[src/rtl/spike_io_pkg.sv]
// Constants, FSM state type and beat-count helper shared by the spike output
// arbiter and the output serializer.
package spike_io_pkg;

  localparam int unsigned SPIKE_W = 16;

  typedef enum logic {
    IDLE = 1'b0,
    SEND = 1'b1
  } arb_state_t;

  // Serializer output cycles needed to ship one spike word.
  function automatic int unsigned beats(input int unsigned io_width);
    return SPIKE_W / io_width;
  endfunction

endpackage

[src/rtl/rr_pick.sv]
// Combinational wrap-around priority picker: first asserted request at or
// above ptr, searching upward modulo N_REQ.
module rr_pick #(
  parameter int unsigned N_REQ = 4
) (
  input  logic [N_REQ-1:0]         req,
  input  logic [$clog2(N_REQ)-1:0] ptr,
  output logic [N_REQ-1:0]         gnt,
  output logic                     any
);

  localparam int unsigned PTR_W = $clog2(N_REQ);
  localparam int unsigned SUM_W = PTR_W + 1;

  logic             found;
  logic [SUM_W-1:0] sum;
  logic [PTR_W-1:0] idx;

  // Walk the requesters starting at ptr; the first hit wins.
  always_comb begin
    gnt   = '0;
    found = 1'b0;
    sum   = '0;
    idx   = '0;
    for (int unsigned i = 0; i < N_REQ; i++) begin
      sum = {1'b0, ptr} + SUM_W'(i);
      if (sum >= SUM_W'(N_REQ)) begin
        sum = sum - SUM_W'(N_REQ);
      end
      idx = sum[PTR_W-1:0];
      if (!found && req[idx]) begin
        gnt[idx] = 1'b1;
        found    = 1'b1;
      end
    end
  end

  assign any = |req;

endmodule

[src/rtl/spike_out_arbiter.sv]
// Round-robin scheduler feeding one 16-bit output serializer from N_REQ producers.
// Optional SPIKE_ARB_ZERO_SKIP_EN: all-zero words are consumed without a load.
module spike_out_arbiter
  import spike_io_pkg::*;
#(
  parameter int unsigned N_REQ    = 4,
  parameter int unsigned IO_WIDTH = 8
) (
  input  logic                     CLK,
  input  logic                     RSTB,
  input  logic                     BP,
  input  logic [N_REQ-1:0]         REQ_VALID,
  input  logic [SPIKE_W*N_REQ-1:0] REQ_SPIKE,
  output logic [N_REQ-1:0]         REQ_READY,
  output logic                     SER_LOAD,
  output logic [SPIKE_W-1:0]       SER_SPIKE,
  output logic                     BUSY,
  output logic [15:0]              STAT_WORDS
);

  localparam int unsigned BEATS = beats(IO_WIDTH);
  localparam int unsigned CNT_W = (BEATS > 1) ? $clog2(BEATS) : 1;
  localparam int unsigned PTR_W = $clog2(N_REQ);

  arb_state_t         state;
  logic [CNT_W-1:0]   cnt;
  logic [PTR_W-1:0]   ptr;
  logic [N_REQ-1:0]   pick_gnt;
  logic               pick_any;
  logic               grant;
  logic               do_load;
  logic [PTR_W-1:0]   win;
  logic [PTR_W-1:0]   ptr_inc;
  logic [SPIKE_W-1:0] win_word;

  rr_pick #(.N_REQ(N_REQ)) u_pick (
    .req (REQ_VALID),
    .ptr (ptr),
    .gnt (pick_gnt),
    .any (pick_any)
  );

  // Grants only outside bypass and once the previous word's spacing window closed.
  assign grant     = RSTB && !BP && (state == IDLE || cnt == '0) && pick_any;
  assign REQ_READY = grant ? pick_gnt : '0;

  // Winner index and its word.
  always_comb begin
    win      = '0;
    win_word = '0;
    for (int unsigned i = 0; i < N_REQ; i++) begin
      if (pick_gnt[i]) begin
        win      = PTR_W'(i);
        win_word = REQ_SPIKE[i*SPIKE_W +: SPIKE_W];
      end
    end
  end

  assign ptr_inc = (win == PTR_W'(N_REQ - 1)) ? '0 : win + 1'b1;

`ifdef SPIKE_ARB_ZERO_SKIP_EN
  assign do_load = grant && (win_word != '0);
`else
  assign do_load = grant;
`endif

  // Arbitration FSM, spacing counter and serializer-facing registers.
  always_ff @(posedge CLK or negedge RSTB) begin
    if (!RSTB) begin
      state      <= IDLE;
      cnt        <= '0;
      ptr        <= '0;
      SER_LOAD   <= 1'b0;
      SER_SPIKE  <= '0;
      BUSY       <= 1'b0;
      STAT_WORDS <= '0;
    end else begin
      SER_LOAD <= do_load;
      if (grant) begin
        ptr <= ptr_inc;
      end
      if (do_load) begin
        SER_SPIKE <= win_word;
        if (STAT_WORDS != 16'hFFFF) begin
          STAT_WORDS <= STAT_WORDS + 16'd1;
        end
      end
      if (BP) begin
        state <= IDLE;
        cnt   <= '0;
        BUSY  <= 1'b0;
      end else if (do_load) begin
        if (BEATS > 1) begin
          state <= SEND;
          cnt   <= CNT_W'(BEATS - 1);
          BUSY  <= 1'b1;
        end else begin
          state <= IDLE;
          cnt   <= '0;
          BUSY  <= 1'b0;
        end
      end else if (state == SEND) begin
        if (cnt != '0) begin
          cnt  <= cnt - 1'b1;
          BUSY <= (cnt != CNT_W'(1));
        end else if (!pick_any) begin
          state <= IDLE;
        end
      end
    end
  end

endmodule

[config.mk]
export PLATFORM = sky130hd
export DESIGN_NAME = spike_out_arbiter
export DESIGN_NICKNAME = d
export VERILOG_FILES = /design/src/rtl/spike_io_pkg.sv /design/src/rtl/rr_pick.sv /design/src/rtl/spike_out_arbiter.sv
export SDC_FILE = /design/constraint.sdc
export NUM_CORES = 1
export LEC_CHECK = 0
export CORE_MARGIN = 5
export CORE_UTILIZATION = 39
export DETAILED_ROUTE_END_ITERATION = 8
export PLACE_DENSITY = 0.83
export SLEW_MARGIN = 20
export SYNTH_ARGS = -nofsm -noshare
export SYNTH_HDL_FRONTEND = slang
export SYNTH_SLANG_ARGS = --single-unit
[constraint.sdc]
create_clock -name CLK -period 3.01 [get_ports CLK]
set_input_delay 0.602 -clock CLK [delete_from_list [all_inputs] [get_ports CLK]]
set_output_delay 0.602 -clock CLK [all_outputs]
set_load 0.05 [all_outputs]
==> flow_summary.yaml, run 1 <==
synthesis:
  synthDistinctLibCells: 45
  synth_top_area_frac: 0.375
  synthCells: 231
  syn-cell-area_um2: 2530
  ys_seq_area_frac: 0.375
  syn_avg_cell_area_um2: 11.0
  ys_warn_count: 0
  ys_seq_elements: 38
  synth_fp_nets: 309
  synth_area_leaders: "dfrtp_1, a221oi_2, o2111ai_2"
  synth_largest_area_cell: "dfrtp_1"
timing:
  fmax_mhz: 313
  fin_ws_ps: -183
  tightest_slew_ps: 681
  final-setup-viol-count: 4
  period_minus_slack_ps: 3190
  final.setup_skew_ps: 6.04
  slew_violations: 0
  fin_crit_sh: 1.06
  fin_setup_tns_ps: -520
  max-slew-margin-rel: 0.542
  rsz0062_at_grt: "yes"
  hold_viol: 0
  holdWs_ps: 429
critical_path:
  crit_fanout: 3
  startpoint_type: "flop"
  cp_slowest_cell: "mux4_2"
  worstSetupEndpointType: "primary output"
  arrival_ps: 2590
  critPathLaunch: "ptr[0]"
  r2r_slack_ps: 90
  r2r_start: "ptr[0]"
  critPathKind: "reg -> out"
  cp.required_ps: 2410
  worstReg2RegEnd: "SER_SPIKE[13]"
  rr_worst_depth: 12
  path_cells: "inv_4 -> ha_4 -> mux4_2 -> buf_12 -> buf_6 -> a21o_1 -> a22o_1 -> nor2_4 -> nor2_4 -> buf_12"
  crit_path_end: "REQ_READY[3]"
  max_stage_delay_ps: 570
power:
  power_density_nw_per_um2: 1070
  netSwitchingFraction: 0.496
  netSwitchingPower_w: 0.00218
  ir_drop_uv: 750
  intPower_w: 0.00222
  p_leak_nw: 1.63
  pwr-share-clk: 0.077
  power_frac_seq: 0.178
  p_comb_frac: 0.745
clock_tree:
  cts_hold_buf: 0
  cts_tree: "built"
  ctsHtreeMaxLevel: 2
  cts-root-buf: "clkbuf_8"
  clockBufferDepth: 2
  cts_sinks: 38
  clk_pin_slew_ps: 70
  insertion_delay_ps: 290
  cts_buffers: 5
detailed_routing:
  drc: 0
  final_antenna_net_count: 0
  dr.pass1.iters: 5
  drtIter0Drc: 99
  avgRoutedWirePerCell_um: 20.3
  routed-via-count: 2517
  drt-total-wl_um: 8920
  routed_via_density: 5.72
placed_design:
  post-dp-hpwl_um: 6640
  gp_congestion: 0.951
  placed_area_um2: 3850
  io_buffer_count: 108
floorplanning:
  io_pins: 109
  die_w_um: 90.6
  rows: 29
  dieHeight_um: 90.6
  initial_utilization: 0.399
  core_um2: 6350
  dieArea_um2: 8200
status:
  violations: "negative setup slack"
  status: "complete, but fails checks"
cells_and_area:
  drive_above_1_share: 0.271
  nets: 440
  layout_commonest_cell: "clkdlybuf4s50_1"
  synthToLayoutAreaGrowth_pct: 61.7
  design_area_um2: 4100
  layout_common_cells: "clkdlybuf4s50_1, dfrtp_1, nand2_1, buf_4, o21ai_0"
worst_hold_path:
  worstHoldPathType: "in -> async"
global_route:
  first_global_vias: 2695
  grt_max_degree: 40
  antenna_found_initial: 1
  grt.overflow.total: 0
  grt_pass1_wl_um: 14200
  grt.total_usage: 0.212
run:
  cap_violations: 0
[worst min path at each step]
stage,startpoint,endpoint,slack (ps),cells after the start
after floorplan,RSTB,BUSY,310,0
after global placement,state,cnt,460,1
after detailed placement,state,cnt,470,1
after CTS,RSTB,SER_SPIKE[11],430,2
after global routing,RSTB,SER_SPIKE[12],460,2
final,RSTB,SER_SPIKE[0],430,2
[synthesized netlist by cell type, drive strengths merged]
cell type  count
o311a          1
xnor2         11
nand4b         1
and2           5
nor3           1
a21oi          5
o2111ai       16
nand4          3
o22ai          2
or3            1
or4            1
and4           3
nand2b         2
xor2           4
nor3b          1
mux4           4
nor4b          1
ha             7
o31ai          1
a22o           3
a211oi         1
a221oi        17
nand3          4
mux2           1
o21ai         19
or2            2
o211ai        16
inv            4
and4bb         1
nand3b         1
dfrtp         38
clkbuf         6
and3b          1
a21o           1
buf           10
nand2         31
nor2           5
[flip-flops by register name (all words and copies together) (netlist names)]
signal / flops
SER_SPIKE: 16
STAT_WORDS: 16
state: 1
cnt: 1
SER_LOAD: 1
ptr: 2
BUSY: 1
[critical path: cells and delay by family, from the launching register on]
kind | cells | cell delay (ps)
multiplexers | 1 | 570
flip-flops | 1 | 400
AO/OA/AOI/OAI | 2 | 360
adder cells (fa/ha/maj) | 1 | 270
buffers and inverters | 4 | 460
AND/OR/NAND/NOR | 2 | 230
[timing repair]
action,CTS,global route
cloned,0,0
endpoints found under the hold margin,0,0
pin swaps,7,11
endpoints found under the setup margin,4,7
gates resized for setup,8,14
buffers inserted,2,8
[cells by family after synthesis]
| kind of cell | Yosys count | share of synthesized area |
|---|---|---|
| AOI/OAI and AO/OA | 82 | 0.309 |
| xor gates and xnor gates | 15 | 0.0519 |
| adders and majority gates | 7 | 0.0346 |
| buffers and inverters | 20 | 0.0504 |
| DFF | 38 | 0.375 |
| muxes | 5 | 0.0400 |
| and+or+nand+nor | 64 | 0.139 |
[metrics by stage]
step	setup slack, ps	utilization	power (W)	cells
floorplan	-130	-	0.00284	231
global placement	-193	0.606	0.00365	423
detailed placement	-237	0.606	0.00374	423
CTS	-114	0.623	0.00413	432
global route	-254	0.645	0.00466	440
finish	-183	0.645	0.00440	440
[cell type report]
type	instances	area, µm²
multi-input cells	173	1560
clock buffers	5	68.8
clock inverters	2	10.0
repair buffers	140	1390
fillers	492	2250
inverters	4	17.5
well taps	77	96.3
diodes	1	2.50
flip-flops and latches	38	951
[power by group through the flow]
stage / clock network, W / registers, W / logic, W
after floorplan: 0 / 0.00125 / 0.00158
after global placement: 0 / 0.000778 / 0.00287
after detailed placement: 0 / 0.000787 / 0.00296
after CTS: 0.000345 / 0.000779 / 0.00301
after global routing: 0.000367 / 0.000802 / 0.00349
final: 0.000339 / 0.000782 / 0.00328
[routing by layer]
metal  track usage  vias up  wire length (µm)
met5             0        -                 0
met4        0.0608        0               210
met3        0.0517       19               690
met2         0.369      120              4460
met1         0.258     1215              3560
li1              -     1163                 -
No activity file was read; power rests on OpenSTA's default activity.
==> inputs of run 2 (changes only) <==
--- a/config.mk
+++ b/config.mk
@@ -6,9 +6,11 @@
 export NUM_CORES = 1
 export LEC_CHECK = 0
 export CORE_MARGIN = 5
-export CORE_UTILIZATION = 39
+export CORE_UTILIZATION = 45
 export DETAILED_ROUTE_END_ITERATION = 8
-export PLACE_DENSITY = 0.83
+export DONT_BUFFER_PORTS = 1
+export GPL_TIMING_DRIVEN = 0
+export PLACE_DENSITY = 0.67
 export SLEW_MARGIN = 20
 export SYNTH_ARGS = -nofsm -noshare
 export SYNTH_HDL_FRONTEND = slang
==> run 2 against run 1 <==
  * Via count is 14% lower
  * Flip-flop and latch count stayed put
  * Global-route usage is 0.16 points higher
  * Clock power is 56% higher
  * Sequential power is 64% higher
  * Critical path type unchanged
  * The flow still finishes with violations (negative setup slack)
  * Fmax is 4.0% lower
  * Combinational power is 2% lower
  * Wire length is 5.3% lower
  * First-iteration DRC count is 58% higher
  * Die area is 12% lower
  * Clock-buffer cell count stayed put
==> flow_summary.yaml, run 2 (synthesized netlist as in run 1, its figures left out) <==
critical_path:
  cp_slowest_cell: "mux4_2"
  r2r_slack_ps: -60
  crit_family: "simple AND/OR/NAND/NOR gates"
  path_cells: "buf_6 -> inv_6 -> ha_4 -> mux4_2 -> nor4b_4 -> a22o_2 -> or2_1 -> buf_6 -> buf_12 -> and2_4"
  crit_fanout: 5
  cp.required_ps: 2410
  worstSetupEndpointType: "primary output"
  arrival_ps: 2720
  r2r_start: "ptr[0]"
  crit_top_cell: "buf_6"
  max_stage_delay_ps: 590
  critPathKind: "reg -> out"
  startpoint_type: "flop"
  rr_worst_depth: 13
  cp_num_buf_inv: 4
  worstReg2RegEnd: "SER_SPIKE[1]"
status:
  status: "complete, but fails checks"
  violations: "negative setup slack"
floorplanning:
  io_pins: 109
  die_w_um: 85.0
  dieArea_um2: 7230
  core_um2: 5470
  initial_utilization: 0.463
  dieHeight_um: 85.0
  rows: 27
cells_and_area:
  layout_commonest_cell: "dfrtp_1"
  fin_util: 0.622
  reg.largest.list: "SER_SPIKE: 16 flops, STAT_WORDS: 16 flops, ptr: 2 flops"
  layout_common_cells: "dfrtp_1, nand2_1, buf_4, o21ai_0, xnor2_1"
  synthToLayoutAreaGrowth_pct: 34.5
  instances_no_fill: 344
  drive_above_1_share: 0.401
  nets: 349
  diodes: 0
run:
  cap_violations: 0
power:
  p_leak_nw: 1.36
  power_density_nw_per_um2: 1470
  ir_drop_uv: 718
clock_tree:
  clk_pin_slew_ps: 90
  cts_tree: "built"
  cts_buffers: 5
  cts-root-buf: "clkbuf_8"
  cts_sinks: 38
  insertion_delay_ps: 290
  ctsHtreeMaxLevel: 2
  clockBufferDepth: 2
detailed_routing:
  drc: 0
  avgRoutedWirePerCell_um: 24.6
  final_antenna_net_count: 0
  drtIter0Drc: 156
  dr.pass1.iters: 4
  drt-total-wl_um: 8450
  routed_via_density: 6.33
  routed-via-count: 2176
timing:
  rsz0062_at_grt: "yes"
  final-setup-viol-count: 9
  final.setup_skew_ps: 6.64
  fin_crit_sh: 1.10
  max-slew-margin-rel: 0.506
  slew_violations: 0
  period_minus_slack_ps: 3330
  fmax_mhz: 301
  fin_ws_ps: -316
  tightest_slew_ps: 741
  hold_viol: 0
placed_design:
  post-dp-hpwl_um: 5420
  place_inst: 303
  io_buffer_count: 0
  gp_congestion: 0.891
global_route:
  grt_pass1_wl_um: 12000
  first_global_vias: 2107
  grt.overflow.total: 0
  antenna_found_initial: 0
  grt_max_degree: 39
  grt.total_usage: 0.214
worst_hold_path:
  worstHoldPathType: "in -> async"
-- run 2: changes by cell type in the layout (fill, tap and decap cells not counted), moves of 2 or more --
cell	change
clkdlybuf4s50_1	-99
a221oi_4	+7
buf_6	+7
a221oi_2	-5
clkbuf_1	+4
dlygate4sd2_1	-4
o2111ai_2	-4
o2111ai_4	+4
buf_4	-3
a221oi_1	-2
bufinv_16	+2
clkinv_2	-2
-- run 2: routing by layer --
| metal | vias to the layer above | wire (µm) | global-route usage |
|---|---|---|---|
| li1 | 979 | - | - |
| met1 | 1069 | 3460 | 0.286 |
| met2 | 116 | 4000 | 0.330 |
| met3 | 12 | 864 | 0.0728 |
| met4 | 0 | 125 | 0.0590 |
| met5 | - | 0 | 0 |
-- run 2: how the worst max path moves through the flow --
stage	start	endpoint	slack, ps	cells after the start
after global routing	ptr[0]	REQ_READY[2]	-430	10
final	ptr[0]	REQ_READY[2]	-320	10
after detailed placement	ptr[1]	REQ_READY[2]	-340	9
after floorplan	ptr[0]	REQ_READY[2]	-130	10
after global placement	ptr[0]	REQ_READY[2]	-340	10
after CTS	ptr[0]	REQ_READY[2]	-360	10
-- run 2: worst reg2reg max path: cells and delay by family (launching register included) --
kind / cells / cell delay, ps
multiplexers: 1 / 590
buffers and inverters: 6 / 820
flip-flops: 1 / 380
adder cells (fa/ha/maj): 1 / 250
AO/OA/AOI/OAI: 4 / 710
AND/OR/NAND/NOR: 1 / 190
-- run 2: layout make-up --
type | instances | area (µm²)
inverters | 4 | 20.0
fillers | 419 | 2070
clock inverters | 3 | 68.8
clock buffers | 5 | 68.8
multi-input cells | 173 | 1710
well taps | 72 | 90.1
plain buffers | 15 | 160
flip-flops and latches | 38 | 951
repair buffers | 34 | 334
-- run 2: stage by stage --
stage                     area, µm²  TNS [ps]  setup WS, ps  hold slack, ps  power, W
after floorplan                2570      -158          -130             306   0.00284
after global placement         2660     -1190          -335             307   0.00325
after detailed placement       2660     -1360          -341             307   0.00326
after CTS                      3040     -1100          -358             147   0.00412
after global routing           3410     -3180          -432             142   0.00525
final                          3410     -1230          -316             143   0.00501
-- run 2: what timing repair did --
action | in CTS | in global routing
buffers inserted | 15 | 14
gates resized for setup | 18 | 35
cloned | 1 | 3
hold buffers | 1 | 0
hold endpoints to repair | 38 | 0
pin swaps | 10 | 32
endpoints found under the setup margin | 20 | 21
-- run 2: report_power, final --
group / leakage [nW] / switching (W) / internal (W)
clock network: 0.0683 / 0.000196 / 0.000332
registers: 0.491 / 0.000628 / 0.000655
logic: 0.796 / 0.00166 / 0.00154
total: 1.36 / 0.00248 / 0.00253
